==> src/rtl/sw_proto_pkg.sv <==
// Shared definitions for the switch-word protocol: mode codes, frame field positions
// and frame builders used by both the encoder and the nibble decoder.
package sw_proto_pkg;

   localparam int FRAME_W  = 10;
   localparam int MODE_MSB = 9;
   localparam int MODE_LSB = 8;
   localparam int HI_MSB   = 7;
   localparam int HI_LSB   = 4;
   localparam int LO_MSB   = 3;
   localparam int LO_LSB   = 0;

   localparam logic [1:0] MODE_LO   = 2'b00;
   localparam logic [1:0] MODE_HI   = 2'b01;
   localparam logic [1:0] MODE_IDLE = 2'b10;

   localparam logic [FRAME_W-1:0] IDLE_WORD = {MODE_IDLE, 8'h00};

   function automatic logic [FRAME_W-1:0] lo_frame(input logic [7:0] value);
      logic [FRAME_W-1:0] f;
      f = '0;
      f[MODE_MSB:MODE_LSB] = MODE_LO;
      f[LO_MSB:LO_LSB]     = value[3:0];
      return f;
   endfunction

   function automatic logic [FRAME_W-1:0] hi_frame(input logic [7:0] value);
      logic [FRAME_W-1:0] f;
      f = '0;
      f[MODE_MSB:MODE_LSB] = MODE_HI;
      f[HI_MSB:HI_LSB]     = value[7:4];
      return f;
   endfunction

endpackage

==> src/rtl/switch_frame_encoder.sv <==
// Transmit side of the switch-word protocol: accepts bytes over valid/ready and plays
// each one out as a timed low-nibble frame followed by a high-nibble frame.
module switch_frame_encoder
   import sw_proto_pkg::*;
#(
   parameter int HOLD_CYCLES  = 2,
   parameter bit SKIP_ZERO_HI = 1'b0
) (
   input  logic               clk,
   input  logic               rst_n,
   input  logic               in_valid,
   input  logic [7:0]         in_data,
   output logic               in_ready,
   output logic [FRAME_W-1:0] sw_out,
   output logic               frame_valid,
   output logic               done,
   output logic               busy
);

   typedef enum logic [1:0] {
      IDLE,
      SEND_LO,
      SEND_HI
   } state_t;

   localparam logic [7:0] HOLD_LAST = 8'(HOLD_CYCLES - 1);

   state_t     state;
   logic [7:0] hold_cnt;
   logic [7:0] cur;
   logic [7:0] pend;
   logic       pend_valid;

   logic       accept;
   logic       last_hold;
   logic       lo_is_final;
   logic       final_exit;
   logic       launch_new;
   logic       launch_pend;
   logic       load_cur;
   logic       to_pend;
   logic       pend_valid_next;
   logic       active_next;
   logic [7:0] next_cur;

   assign in_ready = ~pend_valid;

   // Handshake and sequencing decisions shared by the FSM and the skid datapath.
   always_comb begin
      accept          = in_valid & ~pend_valid;
      last_hold       = (hold_cnt == 8'd0);
      lo_is_final     = SKIP_ZERO_HI && (cur[7:4] == 4'h0);
      final_exit      = last_hold &&
                        ((state == SEND_HI) || ((state == SEND_LO) && lo_is_final));
      launch_new      = (state == IDLE) && accept;
      launch_pend     = pend_valid && ((state == IDLE) || final_exit);
      load_cur        = launch_new | launch_pend;
      next_cur        = launch_pend ? pend : in_data;
      to_pend         = accept && (state != IDLE);
      pend_valid_next = (pend_valid & ~launch_pend) | to_pend;
      active_next     = (state == IDLE) ? load_cur : ~(final_exit & ~load_cur);
   end

   // Frame sequencer: state, hold counter and the registered frame outputs.
   always_ff @(posedge clk) begin
      if (!rst_n) begin
         state       <= IDLE;
         hold_cnt    <= 8'd0;
         sw_out      <= IDLE_WORD;
         frame_valid <= 1'b0;
         done        <= 1'b0;
      end else begin
         done <= 1'b0;
         case (state)
            IDLE: begin
               if (load_cur) begin
                  state       <= SEND_LO;
                  hold_cnt    <= HOLD_LAST;
                  sw_out      <= lo_frame(next_cur);
                  frame_valid <= 1'b1;
               end
            end
            SEND_LO: begin
               if (!last_hold) begin
                  hold_cnt <= hold_cnt - 8'd1;
               end else if (!lo_is_final) begin
                  state    <= SEND_HI;
                  hold_cnt <= HOLD_LAST;
                  sw_out   <= hi_frame(cur);
               end else begin
                  done <= 1'b1;
                  if (load_cur) begin
                     state    <= SEND_LO;
                     hold_cnt <= HOLD_LAST;
                     sw_out   <= lo_frame(next_cur);
                  end else begin
                     state       <= IDLE;
                     hold_cnt    <= 8'd0;
                     sw_out      <= IDLE_WORD;
                     frame_valid <= 1'b0;
                  end
               end
            end
            SEND_HI: begin
               if (!last_hold) begin
                  hold_cnt <= hold_cnt - 8'd1;
               end else begin
                  done <= 1'b1;
                  // A waiting value starts its low frame immediately, with no idle gap.
                  if (load_cur) begin
                     state    <= SEND_LO;
                     hold_cnt <= HOLD_LAST;
                     sw_out   <= lo_frame(next_cur);
                  end else begin
                     state       <= IDLE;
                     hold_cnt    <= 8'd0;
                     sw_out      <= IDLE_WORD;
                     frame_valid <= 1'b0;
                  end
               end
            end
            default: begin
               state       <= IDLE;
               hold_cnt    <= 8'd0;
               sw_out      <= IDLE_WORD;
               frame_valid <= 1'b0;
            end
         endcase
      end
   end

   // Current/pending value registers forming the one-deep skid, plus the busy flag.
   always_ff @(posedge clk) begin
      if (!rst_n) begin
         cur        <= 8'h00;
         pend       <= 8'h00;
         pend_valid <= 1'b0;
         busy       <= 1'b0;
      end else begin
         if (load_cur) begin
            cur <= next_cur;
         end
         if (to_pend) begin
            pend <= in_data;
         end
         pend_valid <= pend_valid_next;
         busy       <= active_next | pend_valid_next;
      end
   end

endmodule

==> config.mk <==
export PLATFORM = sky130hd
export DESIGN_NAME = switch_frame_encoder
export DESIGN_NICKNAME = d
export VERILOG_FILES = /design/src/rtl/sw_proto_pkg.sv /design/src/rtl/switch_frame_encoder.sv
export SDC_FILE = /design/constraint.sdc
export NUM_CORES = 1
export LEC_CHECK = 0
export CORE_MARGIN = 2
export CORE_UTILIZATION = 51
export DETAILED_ROUTE_END_ITERATION = 8
export HOLD_SLACK_MARGIN = 0.08
export PLACE_DENSITY = 0.86
export SYNTH_ARGS = -nofsm -noshare
export SYNTH_HDL_FRONTEND = slang
export SYNTH_SLANG_ARGS = --single-unit
==> constraint.sdc <==
create_clock -name clk -period 2.6 [get_ports clk]
set_clock_uncertainty 0.2 [all_clocks]
set_input_delay 0.52 -clock clk [delete_from_list [all_inputs] [get_ports clk]]
set_output_delay 0.52 -clock clk [all_outputs]
set_load 0.05 [all_outputs]
* Word-level counts from Yosys, hierarchy flattened
Index checks and enable logic that the tools add are counted.
Word-level totals: flip-flop bits (word level) 40, word-level logic and storage cells 60
Operators by class: $add $sub $neg 1, eq/ne operators 6, multiplexer cells 22, bitwise operators 11, reduce and logical (&&, ||, !) cells 11
Operator list (number):
- 10-bit 2-to-1 mux | 4
- 8-bit 2-to-1 mux | 4
- 10-bit case mux with 3 select lines | 1
- 8-bit case mux with 3 select lines | 1
- 8-bit logical NOT | 1
- 2-bit != test, second input constant | 4
- 8-bit by 1-bit subtractor with 8-bit output, second input constant | 1
- 1-bit 2-to-1 mux | 7
- 2-bit 2-to-1 mux | 3
- 2-bit case mux with 3 select lines | 1
- 1-bit inverter | 5
- 1-bit logical AND | 4
- 4-bit AND reduction | 1
- 1-bit bitwise AND | 3
- 1-bit OR | 3
- 1-bit case mux with 3 select lines | 1
- 3-bit AND reduction | 1
- 2-bit by 1-bit == test with 1-bit output, second input constant | 1
- 2-bit == test, second input constant | 1
- 2-bit logical NOT | 1
- 2-bit AND reduction | 1
- 2-bit nonzero test | 1
- 1-bit logical OR | 1

* Logic depth before layout (Yosys ltp)
Gate-level depths: netlist of the first run.
depth in word-level cells 10, depth in mapped cells 6

* Worst setup path before layout of the first run
OpenSTA, ideal clock, no wires.
path kind input -> register, start input in_valid, end register hold_cnt[7], data arrival time 1.574 ns, slack 0.696 ns, stages 6, buffers on the path 2, cells stage by stage clkbuf_1 > or4_1 > buf_2 > nand4b_1 > xor2_1 > nor2_1
On the way: cells in the longest elaborated chain, start to end 4
Ends and longest elaborated chain:
- from (decl) | line switch_frame_encoder.sv:11 | input logic in_valid,
- 1-bit bitwise AND | line switch_frame_encoder.sv:50 | accept = in_valid & ~pend_valid;
- 1-bit logical AND | line switch_frame_encoder.sv:55 | launch_new = (state == IDLE) && accept;
- 1-bit OR | line switch_frame_encoder.sv:57 | load_cur = launch_new | launch_pend;
- 2-bit != test (no source line)
- to (signal assigned) | line switch_frame_encoder.sv:85 | hold_cnt <= hold_cnt - 8'd1;
- to (signal assigned) | line switch_frame_encoder.sv:106 | hold_cnt <= hold_cnt - 8'd1;
- to (decl) | line switch_frame_encoder.sv:29 | logic [7:0] hold_cnt;
No other way between the ends. A chain may end at the register's enable or synchronous reset.

* Worst setup path after layout of the first run
start register sw_out[0], end output sw_out[0]
RTL lines:
- from (decl) | line switch_frame_encoder.sv:14 | output logic [FRAME_W-1:0] sw_out,
- from (signal assigned) | line switch_frame_encoder.sv:79 | sw_out <= lo_frame(next_cur);
- from (signal assigned) | line switch_frame_encoder.sv:89 | sw_out <= hi_frame(cur);
- from (signal assigned) | line switch_frame_encoder.sv:95 | sw_out <= lo_frame(next_cur);
No word-level cell between the ends.

==> results of run 1 <==
[final timing paths]
kind               start           to  slack (ns)
max            sw_out[0]    sw_out[0]        0.34
min          frame_valid  frame_valid        0.26
max reg2reg     state[0]  hold_cnt[1]        0.48
min reg2reg  frame_valid  frame_valid        0.26
[cell families after synthesis]
family / Yosys count
multiplexers: 16
buffers and inverters: 16
flip-flops: 35
XOR/XNOR: 7
AO/OA/AOI/OAI: 33
adder cells (fa/ha/maj): 2
AND/OR/NAND/NOR: 64
[power by group]
group / total, uW / internal (uW) / switching [uW]
Clock: 305 / 108 / 197
Combinational: 1380 / 556 / 826
Sequential: 859 / 700 / 159
Total: 2550 / 1360 / 1180
[metrics by stage]
stage | area [um2] | hold slack [ns] | utilization
after floorplan | 1630 | 0.234 | -
after global routing | 2000 | 0.299 | 0.654
final | 2000 | 0.262 | 0.654
after CTS | 2000 | 0.265 | 0.654
after detailed placement | 1930 | 0.247 | 0.634
after global placement | 1930 | 0.232 | 0.634
[cell type report]
cell class / count / area, um2
fill: 267 / 1060
inverter: 6 / 22.5
multi-input combinational: 122 / 856
sequential: 35 / 701
clock buffer: 5 / 37.5
timing repair buffer: 32 / 300
clock inverter: 3 / 23.8
tap: 44 / 55.1
[Yosys cell counts, drive strengths merged (2+ instances only)]
cell type / count / area, um2
a21oi: 12 / 63.8
a22o: 3 / 26.3
and3: 2 / 12.5
buf: 6 / 32.5
clkbuf: 4 / 15.0
dfxtp: 35 / 701
ha: 2 / 25.0
inv: 5 / 18.8
mux2i: 16 / 160
nand2: 9 / 33.8
nand2b: 4 / 25.0
nand3: 4 / 20.0
nand4b: 6 / 52.6
nor2: 25 / 101
nor3b: 2 / 15.0
nor4: 4 / 31.3
o211ai: 4 / 30.0
o21ai: 5 / 36.3
or4: 2 / 18.8
xor2: 6 / 52.6
[per-layer routing]
metal	vias to the layer above	part of all wire	global-route usage
met5	-	0	0
met4	0	0.013	0.0963
met3	6	0.056	0.0469
met2	35	0.51	0.379
met1	653	0.42	0.251
li1	673	-	-
[state kept, by name, summed over array words and instances, names as in the netlist]
signal and count:
cur 4, sw_out 10, hold_cnt 8, pend 8
frame_valid 1, pend_valid 1, done 1, state 1
busy 1
==> reports/qor.yml, run 1 <==
synthMuxAreaShare: 0.0985
clock-root-buffer: "clkbuf_4"
drcViolationCount: 0
maxSlewViolCount: 0
final_common_cell: "dfxtp_1"
drtPass1Iterations: 4
path_clk_slew_ns: 0.12
required_ns: 1.88
initial_core_util: 0.533
crit_family: "buffers and inverters"
max_cap_violations: 0
syn_area_per_cell_um2: 9.40
ir_drop_mv: 0.639
max_freq_mhz: 443
hold_viol_final: 0
min_period_over_period: 0.868
drt-total-wl_um: 3420
cts_tree: "built"
syn_inst: 173
synth_edf_count: 0
totalPowerFinal_uw: 2550
dp.cells: 239
row_count: 20
cts_hold_buffers: 0
ys.flop_type: "dfxtp_1"
fin_nets: 215
synthesis.nets: 186
outcome: "finished clean"
grt_max_degree: 21
relSlewSlack: 0.579
cts_made_buffers: 5
synth_xor_area_frac: 0.0377
ys_types: 44
vias: 1367
grt_pass1_wl_um: 5870
synth_compound_area_frac: 0.146
first_iter_violations: 49
yosys_warnings: 0
powerDensity_nw_per_um2: 1280
syn_to_final_growth_pct: 22.7
die_h_um: 60.5
cts_num_sinks: 35
dieArea_um2: 3660
crit_fanout: 3
grtUsageTotal: 0.215
seq_area_frac_synth: 0.431
cpPeakStageDelay_ns: 0.82
rsz0062_at_grt: "no"
p_leak_uw: 0.000773
drive_gt1_frac: 0.133
crit_path_end_kind: "primary output"
clk_path_buf_depth: 2
reg2reg_depth: 4
grt-ovfl-total: 0
final_cell_mix: "35 x dfxtp_1, 24 x nor2_1, 24 x clkdlybuf4s50_1"
cp-start-kind: "register"
ys_seq_elements: 35
crit_slowest_cell: "clkdlybuf4s50_1"
die_width_um: 60.5
ios: 25
path_cells: "clkdlybuf4s50_1"
syn-cell-area_um2: 1630
worst_pin_slew_ns: 0.631
path_buf_inv: 1
holdPathStages: 2
ant_nets: 0
grt_pass1_vias: 1322
place_congestion: 0.840
critPathKind: "register to primary output"
pre_cts_ws_ns: 0.278
dp_hpwl_um: 2540
critical_path_arrival_ns: 1.54
avgRoutedWirePerCell_um: 13.8
final_cell_count_no_fill: 247
cts_resized: 0
yosys.area_share.adder: 0.0154
h-tree-depth: 2
setup_viol_count_final: 0
tns_ns: 0
clk_latency_ns: 0.35
critical_path_depth: 1
antenna_found_initial: 0
synthArstFlopShare: 0
diodes: 0
min_period_ns: 2.26
cts_setup_buffers: 0
fp.coreArea_um2: 3050
min_path_type: "register to register"
synth_top_family_by_area: "simple AND/OR/NAND/NOR gates"
setup_ws_ns: 0.343
synth_simple_gate_area_frac: 0.228
numPortBuffers: 24
vias_per_cell: 5.53
(Power assumes the default switching activity.)
==> run 2, diff against run 1 <==
--- a/config.mk
+++ b/config.mk
@@ -8,7 +8,9 @@
 export CORE_MARGIN = 2
 export CORE_UTILIZATION = 51
+export CTS_CLUSTER_SIZE = 10
 export DETAILED_ROUTE_END_ITERATION = 8
+export DONT_BUFFER_PORTS = 1
 export HOLD_SLACK_MARGIN = 0.08
-export PLACE_DENSITY = 0.86
+export PLACE_DENSITY = 0.76
 export SYNTH_ARGS = -nofsm -noshare
 export SYNTH_HDL_FRONTEND = slang
==> constraint.sdc (replaced) <==
create_clock -name clk -period 2.6 [get_ports clk]
set_clock_uncertainty 0.2 [all_clocks]
set_input_delay 0.52 -clock clk [delete_from_list [all_inputs] [get_ports clk]]
set_output_delay 0.52 -clock clk [all_outputs]
set_load 0.02 [all_outputs]
==> reports/qor.yml, run 2 (synthesis gave the netlist of run 1 again) <==
vias_per_cell: 5.71
drt-total-wl_um: 3190
switching_share: 0.429
p_int_uw: 1370
drcViolationCount: 0
cts_setup_buffers: 0
pwr-share-seq: 0.401
dp_hpwl_um: 2300
diodes: 0
outcome: "finished clean"
ios: 25
clk_latency_ns: 0.34
top_regs: "sw_out (10), hold_cnt (8), pend (8)"
top_register: "sw_out"
grt_max_degree: 21
final_cell_mix: "35 x dfxtp_1, 24 x nor2_1, 16 x mux2i_1"
die_h_um: 60.5
crit_path_end_kind: "register"
hold_end: "pend_valid"
maxSlewViolCount: 0
place_congestion: 0.877
final_common_cell: "dfxtp_1"
cts_tree: "built"
critical_path_arrival_ns: 2.06
final_area_um2: 1740
path_clk_slew_ns: 0.10
h-tree-depth: 2
vias: 1238
ant_nets: 0
dieArea_um2: 3660
max_freq_mhz: 487
hold_viol_final: 0
required_ns: 2.61
reg2reg_slack_ns: 0.55
grt_pass1_wl_um: 5210
powerDensity_nw_per_um2: 1380
grt_pass1_vias: 1164
clock-root-buffer: "clkbuf_4"
min_period_ns: 2.05
avgRoutedWirePerCell_um: 14.7
crit_fanout: 20
cts_resized: 0
die_width_um: 60.5
numPortBuffers: 0
critPathKind: "register to register"
power_frac_clock: 0.168
drtPass1Iterations: 4
largest_reg_flops: 10
holdPathStages: 1
reg2reg_depth: 4
initial_core_util: 0.533
row_count: 20
cts_hold_buffers: 0
switching_power_uw: 1030
min_period_over_period: 0.790
cts_made_buffers: 5
fin_nets: 185
holdWs_ns: 0.116
cp-start-kind: "register"
p_comb_frac: 0.431
clk_path_buf_depth: 2
antenna_found_initial: 0
timing.rr.end: "hold_cnt[6]"
fp.coreArea_um2: 3050
min_path_type: "primary input to register"
syn_to_final_growth_pct: 6.85
hp-start: "rst_n"
max_cap_violations: 0
setup_viol_count_final: 0
worst_pin_slew_ns: 0.660
r2r_start: "state[0]"
p_leak_uw: 0.000673
placed_cell_area_um2: 1640
first_iter_violations: 57
relSlewSlack: 0.559
tns_ns: 0
grtUsageTotal: 0.197
cts_num_sinks: 35
rsz0062_at_grt: "no"
grt-ovfl-total: 0
drive_gt1_frac: 0.116
ir_drop_mv: 0.632
==> run 2: cell types whose count changed in the layout (fill, tap and decap cells not counted), sizes merged <==
cell           delta
clkinvlp          -2
buf               -7
dlygate4sd3       +1
clkbuf            +1
clkinv            +1
inv               -1
clkdlybuf4s50    -24
bufinv            +1
==> run 2: power by group through the flow <==
stage | registers, uW | logic [uW] | clock network [uW]
finish | 959 | 1030 | 402
global route | 985 | 1130 | 432
CTS | 955 | 1020 | 414
detailed placement | 968 | 1020 | 0
global placement | 956 | 987 | 0
floorplan | 862 | 942 | 0
==> run 2: final cells by class <==
class,count,area [um2]
Fill cell,278,1320
Multi-Input combinational cell,122,856
Sequential cell,35,701
Tap cell,44,55.1
Clock buffer,6,51.3
Clock inverter,2,35.0
Inverter,6,22.5
Timing Repair Buffer,2,17.5
==> run 2: how the worst max path moves through the flow <==
stage | from | to | slack, ns | cells past startpoint
floorplan | in_valid | hold_cnt[7] | 0.70 | 6
global placement | hold_cnt[0] | sw_out[7] | 0.60 | 6
detailed placement | sw_out[8] | sw_out[5] | 0.58 | 3
CTS | sw_out[8] | sw_out[5] | 0.56 | 3
global route | state[0] | hold_cnt[1] | 0.39 | 4
finish | state[0] | hold_cnt[6] | 0.55 | 4
==> run 2: through the flow <==
step,power (uW),setup slack [ns],std cells,utilization
5_1_grt,2550,0.385,217,0.569
6_report,2390,0.546,217,0.569
2_1_floorplan,1800,0.696,173,-
3_3_place_gp,1940,0.601,208,0.538
4_1_cts,2390,0.560,216,0.566
3_5_place_dp,1990,0.580,208,0.538
==> run 2: worst max-delay path, stage by stage (launching register included) <==
cell and delay (ns):
dfxtp_1 0.52, or4_1 0.79, nand3_1 0.19, xor2_1 0.17, nor2_1 0.06
==> run 2: metal layers <==
| layer | vias to the layer above | GRT usage | part of all wire |
|---|---|---|---|
| met5 | - | 0 | 0 |
| met3 | 5 | 0.0661 | 0.050 |
| met2 | 26 | 0.307 | 0.49 |
| li1 | 615 | - | - |
| met1 | 592 | 0.236 | 0.44 |
| met4 | 0 | 0.115 | 0.020 |
